--- config.mk ---
export PLATFORM = sky130hd
export DESIGN_NAME = dmem_arbiter
export DESIGN_NICKNAME = d
export VERILOG_FILES = /design/src/rtl/dmem_arbiter.sv
export SDC_FILE = /design/constraint.sdc
export NUM_CORES = 1
export LEC_CHECK = 0
export BUFFER_PORTS_ARGS = -buffer_cell sky130_fd_sc_hd__buf_2
export CORE_ASPECT_RATIO = 0.9
export CORE_UTILIZATION = 41
export DETAILED_ROUTE_END_ITERATION = 10
export PLACE_DENSITY = 0.77
export SYNTH_ARGS = -nofsm -noshare
export SYNTH_HDL_FRONTEND = slang
export SYNTH_SLANG_ARGS = --single-unit
--- constraint.sdc ---
create_clock -name CLK -period 1.65 [get_ports CLK]
set_clock_uncertainty 0.2 [all_clocks]
set_input_delay 0.165 -clock CLK [delete_from_list [all_inputs] [get_ports CLK]]
set_output_delay 0.165 -clock CLK [all_outputs]
set_load 0.05 [all_outputs]
--- src/rtl/dmem_arbiter.sv ---
// dmem_arbiter: two-port controller sequencing IDLE->ISSUE->RESP accesses to a single-port data memory.
// Optional macro DMEM_ARB_FIXED_PRIO_EN: fixed priority (port 0 wins); otherwise round-robin.
module dmem_arbiter #(
    parameter int DEPTH      = 64,
    parameter int DATA_WIDTH = 32,
    parameter int ADDR_WIDTH = 32
) (
    input  logic                  CLK,
    input  logic                  reset,

    input  logic                  p0_req_valid,
    output logic                  p0_req_ready,
    input  logic [ADDR_WIDTH-1:0] p0_req_addr,
    input  logic [DATA_WIDTH-1:0] p0_req_wdata,
    input  logic                  p0_req_we,
    output logic                  p0_rsp_valid,
    input  logic                  p0_rsp_ready,
    output logic [DATA_WIDTH-1:0] p0_rsp_rdata,
    output logic                  p0_rsp_err,

    input  logic                  p1_req_valid,
    output logic                  p1_req_ready,
    input  logic [ADDR_WIDTH-1:0] p1_req_addr,
    input  logic [DATA_WIDTH-1:0] p1_req_wdata,
    input  logic                  p1_req_we,
    output logic                  p1_rsp_valid,
    input  logic                  p1_rsp_ready,
    output logic [DATA_WIDTH-1:0] p1_rsp_rdata,
    output logic                  p1_rsp_err,

    output logic [ADDR_WIDTH-1:0] mem_address,
    output logic [DATA_WIDTH-1:0] mem_writeData,
    output logic                  mem_memWrite,
    output logic                  mem_memRead,
    input  logic [DATA_WIDTH-1:0] mem_readData,

    output logic                  busy
);

    typedef enum logic [1:0] {
        IDLE  = 2'd0,
        ISSUE = 2'd1,
        RESP  = 2'd2
    } state_t;

    state_t                  state_r;
    state_t                  nextState_s;

    logic                    grantValid_s;
    logic                    grantPort_s;
    logic [ADDR_WIDTH-1:0]   selAddr_s;
    logic [DATA_WIDTH-1:0]   selWdata_s;
    logic                    selWe_s;
    logic                    selInRange_s;
    logic                    rspReady_s;
    logic [DATA_WIDTH-1:0]   rdataCapture_s;

    logic                    port_r;
    logic                    we_r;
    logic                    err_r;

    function automatic logic addrInRange(input logic [ADDR_WIDTH-1:0] addr);
        return (addr < ADDR_WIDTH'(DEPTH));
    endfunction

`ifndef DMEM_ARB_FIXED_PRIO_EN
    logic                    lastGrant_r;

    // Round-robin pointer: remembers the most recent grantee; reset value makes port 0 win first.
    always_ff @(posedge CLK) begin
        if (reset) begin
            lastGrant_r <= 1'b1;
        end else if (grantValid_s) begin
            lastGrant_r <= grantPort_s;
        end else begin
            lastGrant_r <= lastGrant_r;
        end
    end
`endif

    // Arbitration: a grant can only be issued while idle.
    always_comb begin
        grantValid_s = 1'b0;
        grantPort_s  = 1'b0;
        if (state_r == IDLE) begin
            if (p0_req_valid && p1_req_valid) begin
                grantValid_s = 1'b1;
`ifdef DMEM_ARB_FIXED_PRIO_EN
                grantPort_s  = 1'b0;
`else
                grantPort_s  = ~lastGrant_r;
`endif
            end else if (p0_req_valid) begin
                grantValid_s = 1'b1;
                grantPort_s  = 1'b0;
            end else if (p1_req_valid) begin
                grantValid_s = 1'b1;
                grantPort_s  = 1'b1;
            end else begin
                grantValid_s = 1'b0;
                grantPort_s  = 1'b0;
            end
        end else begin
            grantValid_s = 1'b0;
            grantPort_s  = 1'b0;
        end
    end

    // Request mux for the grantee plus response-side helpers.
    always_comb begin
        selAddr_s      = p0_req_addr;
        selWdata_s     = p0_req_wdata;
        selWe_s        = p0_req_we;
        if (grantPort_s) begin
            selAddr_s  = p1_req_addr;
            selWdata_s = p1_req_wdata;
            selWe_s    = p1_req_we;
        end else begin
            selAddr_s  = p0_req_addr;
            selWdata_s = p0_req_wdata;
            selWe_s    = p0_req_we;
        end
        selInRange_s   = addrInRange(selAddr_s);
        rspReady_s     = port_r ? p1_rsp_ready : p0_rsp_ready;
        if (we_r || err_r) begin
            rdataCapture_s = {DATA_WIDTH{1'b0}};
        end else begin
            rdataCapture_s = mem_readData;
        end
    end

    assign p0_req_ready = grantValid_s && !grantPort_s;
    assign p1_req_ready = grantValid_s && grantPort_s;

    // Next-state logic for the access sequencer.
    always_comb begin
        nextState_s = state_r;
        case (state_r)
            IDLE: begin
                if (grantValid_s) begin
                    nextState_s = ISSUE;
                end else begin
                    nextState_s = IDLE;
                end
            end
            ISSUE: begin
                nextState_s = RESP;
            end
            RESP: begin
                if (rspReady_s) begin
                    nextState_s = IDLE;
                end else begin
                    nextState_s = RESP;
                end
            end
            default: begin
                nextState_s = IDLE;
            end
        endcase
    end

    // State register, captured request and all registered outputs.
    always_ff @(posedge CLK) begin
        if (reset) begin
            state_r       <= IDLE;
            busy          <= 1'b0;
            port_r        <= 1'b0;
            we_r          <= 1'b0;
            err_r         <= 1'b0;
            mem_address   <= {ADDR_WIDTH{1'b0}};
            mem_writeData <= {DATA_WIDTH{1'b0}};
            mem_memWrite  <= 1'b0;
            mem_memRead   <= 1'b0;
            p0_rsp_valid  <= 1'b0;
            p0_rsp_rdata  <= {DATA_WIDTH{1'b0}};
            p0_rsp_err    <= 1'b0;
            p1_rsp_valid  <= 1'b0;
            p1_rsp_rdata  <= {DATA_WIDTH{1'b0}};
            p1_rsp_err    <= 1'b0;
        end else begin
            state_r <= nextState_s;
            busy    <= (nextState_s != IDLE);
            case (state_r)
                IDLE: begin
                    if (grantValid_s) begin
                        port_r        <= grantPort_s;
                        we_r          <= selWe_s;
                        err_r         <= !selInRange_s;
                        mem_address   <= selAddr_s;
                        mem_writeData <= selWdata_s;
                        // Out-of-range accesses never strobe the memory.
                        mem_memWrite  <= selWe_s && selInRange_s;
                        mem_memRead   <= !selWe_s && selInRange_s;
                    end
                end
                ISSUE: begin
                    mem_memWrite <= 1'b0;
                    mem_memRead  <= 1'b0;
                    if (port_r) begin
                        p1_rsp_valid <= 1'b1;
                        p1_rsp_rdata <= rdataCapture_s;
                        p1_rsp_err   <= err_r;
                    end else begin
                        p0_rsp_valid <= 1'b1;
                        p0_rsp_rdata <= rdataCapture_s;
                        p0_rsp_err   <= err_r;
                    end
                end
                RESP: begin
                    if (rspReady_s) begin
                        p0_rsp_valid <= 1'b0;
                        p0_rsp_rdata <= {DATA_WIDTH{1'b0}};
                        p0_rsp_err   <= 1'b0;
                        p1_rsp_valid <= 1'b0;
                        p1_rsp_rdata <= {DATA_WIDTH{1'b0}};
                        p1_rsp_err   <= 1'b0;
                    end
                end
                default: begin
                    mem_memWrite <= 1'b0;
                    mem_memRead  <= 1'b0;
                end
            endcase
        end
    end

endmodule

After elaboration in Yosys (flattened, before gate mapping):

Index checks and enable logic that the tools add are counted.

* logic and storage cells: 74
* flip-flop bits (word level): 141
* bits of input ports: 168

* equal/unequal tests: 6
* reduce and logical (&&, ||, !) cells: 16
* $lt $le $gt $ge: 1
* multiplexer cells: 33
* bitwise gates (word level): 2

Operators by type and width (count)
* 32-bit 2-to-1 mux: 6
* 32-bit case mux with 2 select lines: 2
* 32-bit by 7-bit < comparator with 1-bit output, second input constant: 1
* 1-bit 2-to-1 mux: 17
* 1-bit case mux with 2 select lines: 6
* 2-bit != test, second input constant: 4
* 2-bit case mux with 3 select lines: 1
* 3-bit AND reduction: 2
* 1-bit logical AND: 5
* 2-bit AND reduction: 2
* 2-bit nonzero test: 2
* 1-bit zero test: 3
* 2-bit by 1-bit == test with 1-bit output, second input constant: 1
* 2-bit == test, second input constant: 1
* 2-bit zero test: 1
* 2-bit 2-to-1 mux: 1
* 1-bit inverter: 2
* 1-bit logical OR: 1

Logic depth before layout (Yosys ltp):

Gate-level depths: netlist (run 1).

* depth after elaboration: 9
* depth in mapped cells: 7

Least setup slack after synthesis (run 1):

No wires, ideal clock.

* path type: register to output
* start point: register state_r[0]
* end point: output p0_req_ready
* stages on the path, launching flop included: 5
* data arrival time: 1.384 ns
* slack: -0.099 ns
* data required time: 1.285 ns
* buffers on the path: 1
* cells stage by stage: dfxtp_1 -> buf_4 -> nor2_4 -> nand2_1 -> a21oi_1

* longest elaborated chain between the ends: 4
* elaborated cells on any way between the ends: 5

Ends and longest elaborated chain
* start: declaration: line 46 `state_t state_r;`
* start signal: assignment: line 181 `state_r <= nextState_s;`
* 2-bit zero test (*): line 85 `if (state_r == IDLE) begin`
* 1-bit 2-to-1 mux: line 85
* 1-bit zero test: line 132 `assign p0_req_ready = grantValid_s && !grantPort_s;`
* 1-bit logical AND (*): line 132
* end: declaration: line 12 `output logic p0_req_ready,`

Mark *: on every way between the ends. The rest lies on a longest branch, timed or not.

Final worst setup path (run 1):

* start point: register lastGrant_r
* end point: register mem_writeData[16]

* longest elaborated chain between the ends: 4

Ends and longest elaborated chain
* start: declaration: line 67 `logic lastGrant_r;`
* start signal: assignment: line 74 `lastGrant_r <= grantPort_s;`
* start signal: assignment: line 76 `lastGrant_r <= lastGrant_r;`
* 1-bit inverter: line 91 `grantPort_s = ~lastGrant_r;`
* 1-bit 2-to-1 mux: line 86 `if (p0_req_valid && p1_req_valid) begin`
* 1-bit 2-to-1 mux: line 85
* 32-bit 2-to-1 mux: line 114 `if (grantPort_s) begin`
* end signal: assignment: line 171 `mem_writeData <= {DATA_WIDTH{1'b0}};`
* end signal: assignment: line 190 `mem_writeData <= selWdata_s;`
* end: declaration: line 32 `output logic [DATA_WIDTH-1:0] mem_writeData,`

No other way between the ends.
A chain may end at the register's enable or synchronous reset.

==> summary.md, run 1 <==
| Metric | Value |
|---|---|
| PortBufs | 304 |
| Die Ht | 117.0 um |
| Violated checks | setup timing |
| Total grt overflow | 0 |
| Synthesized area | 6026 um2 |
| Fillcell total | 656 |
| Htree depth | 4 |
| Post-synth cell types | 38 |
| Pleak | 0.005099 uW |
| Clock transition at path regs | 60 ps |
| Final hold vios | 0 |
| First-pass GRT wire length | 39.47 mm |
| Syn Area/Cell | 8.499 um2 |
| CP endpoint kind | register |
| Via density | 6.407 |
| Power per Cell Area | 1057 nW/um2 |
| Worst setup margin | -500.4 ps |
| Clock tree buffer depth | 2 |
| Crit path buffers/inverters | 2 |
| Area added between synthesis and finish | 98.11% |
| CTS Sinks | 141 |
| Critical path fanouts, max | 26 |
| Crit start category | register |
| Root buf cell | clkbuf_16 |
| DRC violations left | 0 |
| Synth Instances | 709 |
| Fin nets | 1380 |
| Clock latency on the worst-skew pair | 420 ps |
| Most frequent CP cell | nand2_1 |
| Worst slew pin tran | 851.6 ps |
| Detailed placement HPWL | 13.64 mm |
| Chip Width | 129.8 um |
| I/O Pins | 305 |
| FF+latch count, synth | 141 |
| VDD IR max | 0.7500 mV |
| Die area | 15190 um2 |
| Most common cell after layout, fill and taps aside | buf_2 |
| Highest Clock Rate | 465.0 MHz |
| RSZ-0062 raised after global routing | yes |
| Seq/Total Area, Yosys | 0.4684 |
| Vias in the first global route | 7861 |
| WHS | 33.52 ps |
| WL per Instance | 26.79 um |
| Syn Nets | 877 |
| RePlAce Congestion | 0.9030 |
| Pre-antenna DRT Iters | 11 |
| Initial antenna violation count | 6 |
| Final WL | 38.21 mm |
| Final setup vio count | 133 |
| Final Total Pwr | 12620 uW |
| Initial Util | 0.4256 |
| Site row count | 41 |
| Antenna-violating nets left | 0 |
| R2R setup slack | -500 ps |
| Final worst path period share | 1.303 |
| CP Class | reg2reg |
| Crit-path leading delay family | compound AO/OA/AOI/OAI gates |
| CTS tree | yes |
| GRT Util Overall | 0.3434 |
| CP cell instances | nand2_1, nand3_4, buf_8, buf_12, nand2_1, a311oi_2 |
| Pins Over Slew Limit | 0 |
| Synthesis Warnings | 0 |
| Via Count | 9137 |
| Relative slew slack | 0.4323 |
| Hold Crit Class | in2reg |
| Core ar. | 14160 um2 |
| TritonCTS buffer count | 17 |
| CP required | 1700 ps |
| Max incr delay on CP | 570 ps |
| Arrival @ worst endpoint | 2200 ps |
| Commonest cells after routing, fill and taps aside | buf_2 (301), dlygate4sd3_1 (164), dfxtp_1 (138) |
| Largest net degree at the start of global routing | 136 |
| Slowest CP cell | a311oi_2 |
| Proportion of layout cells with a drive suffix above 1 | 0.5045 |
| DRT iter0 DRCs | 1082 |
| Status | finished with violations |
| Min cycle time layout | 2150 ps |
| Max-Cap Viols | 0 |
[registers in the layout (all words and copies together), names as in the netlist]
signal and count:
mem_writeData 32, p0_rsp_err 1, p0_rsp_rdata 32, port_r 1, lastGrant_r 1, p1_rsp_err 1
p1_rsp_valid 1, busy 1, mem_memRead 1, err_r 1, state_r 2, we_r 1
p0_rsp_valid 1, mem_memWrite 1, p1_rsp_rdata 32, mem_address 32
[worst min-delay path: cells and delay by family]
| family | cells | cell delay, ps |
|---|---|---|
| buffers and inverters | 2 | 250 |
| multiplexers | 1 | 50 |
| AND/OR/NAND/NOR | 2 | 140 |
[per-stage QoR]
step                      TNS [ps]  worst slack [ps]    util  instance area, um2  cells
after detailed placement     -3349            -93.94  0.5564                7878   1185
after global routing        -18740            -663.2  0.8424               11930   1422
after CTS                    -1479            -99.37  0.7266               10290   1388
final                       -12890            -500.4  0.8431               11940   1426
after floorplan                  0             17.02       -                6030    709
after global placement      -174.9            -19.25  0.5564                7878   1185
[final timing paths]
path / startpoint / to / cells after the start
hold / removal: p0_rsp_ready / p0_rsp_valid / 5
hold reg to reg: p1_rsp_rdata[10] / p1_rsp_rdata[10] / 2
setup reg to reg: lastGrant_r / mem_writeData[16] / 6
setup / recovery: lastGrant_r / mem_writeData[16] / 6
[synth_stat cells (all sizes together)]
master,instances,area [um2]
o21ai,5,40.04
nand3,70,400.4
buf,47,351.6
o221ai,1,8.760
a21oi,73,410.4
clkbuf,14,52.55
o2111ai,1,8.760
nor3b,1,7.510
inv,8,30.03
mux2,1,15.01
a311oi,39,341.6
nand2b,1,6.260
nor4,12,75.07
a221o,2,20.02
dfxtp,141,2823
and3b,1,8.760
or3b,1,11.26
a211oi,26,195.2
nor3,4,36.29
nand2,148,555.5
o211ai,1,7.510
nand4,3,18.77
nor2,79,304.0
nor2b,2,20.02
mux2i,27,270.3
nand3b,1,7.510
[cell type report]
| class | count | area [um2] | area share |
|---|---|---|---|
| multi-input cells | 499 | 3860 | 0.3233 |
| flip-flops and latches | 141 | 2831 | 0.2372 |
| diodes | 8 | 20.02 | 0.001677 |
| clock buffers | 19 | 442.9 | 0.03710 |
| inverters | 8 | 32.53 | 0.002725 |
| well taps | 193 | 241.5 | 0.02023 |
| clock inverters | 13 | 138.9 | 0.01163 |
| repair buffers | 545 | 4370 | 0.3661 |
[logic make-up (layout without fill, tap and decap cells)]
group           Yosys count  in the layout  synth area share
simple gates            323            323            0.2409
compound gates          148            148            0.1713
flops                   141            141            0.4684
buf+inv                  69            585           0.07205
mux                      28             28           0.04734
other cells               0              8                 0
[power breakdown]
group	internal [uW]	leakage [uW]	switching, uW
sequential	3710	0.00116	276
clock	2280	0.000284	1640
combinational	1700	0.00366	3010
[routing by layer]
layer  routed length (um)  vias to the layer above  part of all wire  track usage
met3                 5591                      444              0.15       0.1118
met1                11970                     4125              0.31       0.3500
li1                     -                     3528                 -            -
met2                16520                     1038              0.43       0.5865
met4                 4070                        2              0.11       0.2729
met5                   49                        -            0.0013            0
[repair_timing]
action / 4_1_cts / 5_1_grt
hold endpoints to repair: 136 / 0
pin swaps: 18 / 136
buffers inserted: 6 / 12
gates cloned: 1 / 18
setup endpoints to repair: 129 / 134
resized for setup: 31 / 241
hold buffers: 164 / 0
(Power assumes the default switching activity.)
==> run 2, diff against run 1 <==
Settings changed: BUFFER_PORTS_ARGS -buffer_cell sky130_fd_sc_hd__buf_2 to -buffer_cell sky130_fd_sc_hd__buf_4, CORE_AREA set to 2 2 119 121, CORE_ASPECT_RATIO 0.9 to unset, CORE_UTILIZATION 41 to unset, CTS_BUF_LIST set to sky130_fd_sc_hd__clkbuf_4, DIE_AREA set to 0 0 121 123, PLACE_DENSITY 0.77 to 0.79.
Clock period 1.65 ns to 2.72 ns, I/O delays scaled along.
==> run 2 against run 1 <==
  * The run now ends clean
  * Clock-buffer cell count is 1 lower
  * Final cell count is 5.3% lower
  * Largest cell class unchanged
  * Setup slack better by 710 ps
  * Highest routed layer is now met4
  * Critical path depth stayed put
  * Die area is 2.0% lower
==> summary.md, run 2 (synthesis gave the netlist of run 1 again) <==
| Metric | Value |
|---|---|
| Crit start category | register |
| Worst Reg-to-Reg Cells | 6 (unchanged) |
| Met3 wire len | 2.750 mm (-51%) |
| Core ar. | 13610 um2 (-3.9%) |
| Via density | 5.565 (-13%) |
| Fin nets | 1325 (-4.0%) |
| Arrival @ worst endpoint | 2780 ps (+580 ps) |
| WHS | 42.92 ps (+9.395 ps) |
| Final Total Pwr | 6177 uW (-51%) |
| Pre-antenna DRT Iters | 5 (-6) |
| Most common cell after layout, fill and taps aside | buf_4 |
| Reg2reg end | mem_address[8] |
| Die Ht | 123 um (+5.1%) |
| PortBufs | 304 (unchanged) |
| Min cycle time layout | 2514 ps (+363.5 ps) |
| Highest routed layer | met4 |
| Highest Clock Rate | 397.8 MHz (-14%) |
| DRC violations left | 0 (unchanged) |
| CP endpoint kind | register |
| Crit. Startpoint | state_r[0] |
| Detailed placement HPWL | 13.87 mm (+1.7%) |
| Commonest cells after routing, fill and taps aside | buf_4 (312), dlygate4sd3_1 (169), nand2_1 (148) |
| Final core occ | 0.7635 (-0.07965) |
| Pleak | 0.004607 uW (-9.6%) |
| Largest net degree at the start of global routing | 135 (-0.74%) |
| RSZ-0062 raised after global routing | no |
| Total grt overflow | 0 (unchanged) |
| R2R setup slack | 210 ps (+710 ps) |
| Worst slew pin tran | 1042 ps (+190.6 ps) |
| Hold depth | 5 (unchanged) |
| Final WL | 25.79 mm (-33%) |
| Initial Util | 0.4427 (+0.01710) |
| Power per Cell Area | 594.4 nW/um2 (-44%) |
| Clock latency on the worst-skew pair | 570 ps (+150 ps) |
| DR WL met2 | 12.52 mm (-24%) |
| Worst Hold End | err_r |
| Area added between synthesis and finish | 72.47% |
| First-pass GRT wire length | 38.40 mm (-2.7%) |
| Relative slew slack | 0.3026 (-0.1297) |
| Final worst path period share | 0.9242 (-0.3790) |
| Critical path fanouts, max | 55 (+110%) |
| Hold Crit Class | in2reg |
| CTS tree | yes |
| Proportion of layout cells with a drive suffix above 1 | 0.3259 (-0.1786) |
| Final hold vios | 0 (unchanged) |
| Site row count | 43 (+4.9%) |
| Root buf cell | clkbuf_4 |
| CP Class | reg2reg |
| Clock transition at path regs | 120 ps (+60 ps) |
| Via Count | 7513 (-18%) |
| GRT Util Overall | 0.3318 (-0.01157) |
| TritonCTS buffer count | 17 (unchanged) |
| Clock tree buffer depth | 2 (unchanged) |
| Die area | 14880 um2 (-2.0%) |
| Reg2Reg Launch Point | state_r[0] |
| Initial antenna violation count | 0 (-6) |
| Chip Width | 121 um (-6.8%) |
| I/O Pins | 305 (unchanged) |
| WL per Instance | 19.10 um (-29%) |
| Pins Over Slew Limit | 0 (unchanged) |
| Fillcell total | 844 (+29%) |
| DRT iter0 DRCs | 609 (-44%) |
| Antenna-violating nets left | 0 (unchanged) |
| RePlAce Congestion | 0.9106 (+0.84%) |
| Status | finished clean |
| Hold path start | p1_req_addr[23] |
| Vias in the first global route | 7521 (-4.3%) |
| Metal-1 WL | 9.130 mm (-24%) |
| Final setup vio count | 0 (-100%) |
| CP required | 2980 ps (+1280 ps) |
| Max-Cap Viols | 0 (unchanged) |
| VDD IR max | 0.3334 mV (-56%) |
| Setup TNS | 0 ps (+12890 ps) |
| Htree depth | 4 (unchanged) |
| CTS Sinks | 141 (unchanged) |
run 2: changes by cell type in the layout (fill, tap and decap cells not counted), moves of 25 or more:
cell       previous run  this run
buf_2               301         0
buf_4                22       312
a21oi_1              15        61
nand3_1              15        59
a21oi_2              55        12
clkbuf_16            30         0
nand2_1             120       148
nand3_2              35        10
run 2: how the worst max path moves through the flow:
stage / to / cells after the start
global route: mem_writeData[9] / 7
finish: mem_address[8] / 6
CTS: mem_writeData[24] / 7
detailed placement: p0_rsp_rdata[15] / 4
global placement: p0_rsp_rdata[6] / 4
floorplan: p0_req_ready / 4
run 2: final cells by class:
class                   instances  area (um2)  area share
inverters                       8       32.53    0.003130
clock buffers                  18       135.1     0.01300
multi-input cells             499        2788      0.2682
well taps                     180       225.2     0.02167
clock inverters                13       172.7     0.01661
repair buffers                490        4214      0.4055
flip-flops and latches        141        2823      0.2716
diodes                          1       2.502   0.0002408
run 2: worst max-delay path, cell delays in order (launching register included):
cell,delay [ps]
dfxtp_1,610
nor2_4,100
nand3_4,130
buf_12,290
mux2i_1,120
dlygate4sd3_1,600
a211oi_1,330
run 2: stage by stage:
step / instances / worst slack, ps / area, um2
global placement: 1145 / 551.1 / 8338
detailed placement: 1145 / 497.9 / 8338
floorplan: 709 / 863.6 / 6026
finish: 1350 / 206.1 / 10390
global route: 1349 / 60.19 / 10390
CTS: 1345 / 14.70 / 10340
run 2: per-layer routing:
| layer | global-route usage | up-vias |
|---|---|---|
| met1 | 0.3523 | 3477 |
| met2 | 0.5671 | 519 |
| met3 | 0.1278 | 130 |
| li1 | - | 3387 |
| met4 | 0.1839 | 0 |
| met5 | 0 | - |
run 2: repair_timing:
action / 4_1_cts / 5_1_grt
gates resized for setup: 0 / 2
endpoints found under the setup margin: 0 / 38
hold buffers: 169 / 0
hold endpoints to repair: 139 / 0
buffers inserted: 0 / 4
run 2: report_power, final:
part	total [uW]	internal, uW	switching, uW	leakage, uW
Sequential	2380	2250	132	0.00116
Clock	1540	723	814	0.000157
Combinational	2260	875	1380	0.00329
Total	6180	3850	2330	0.00461
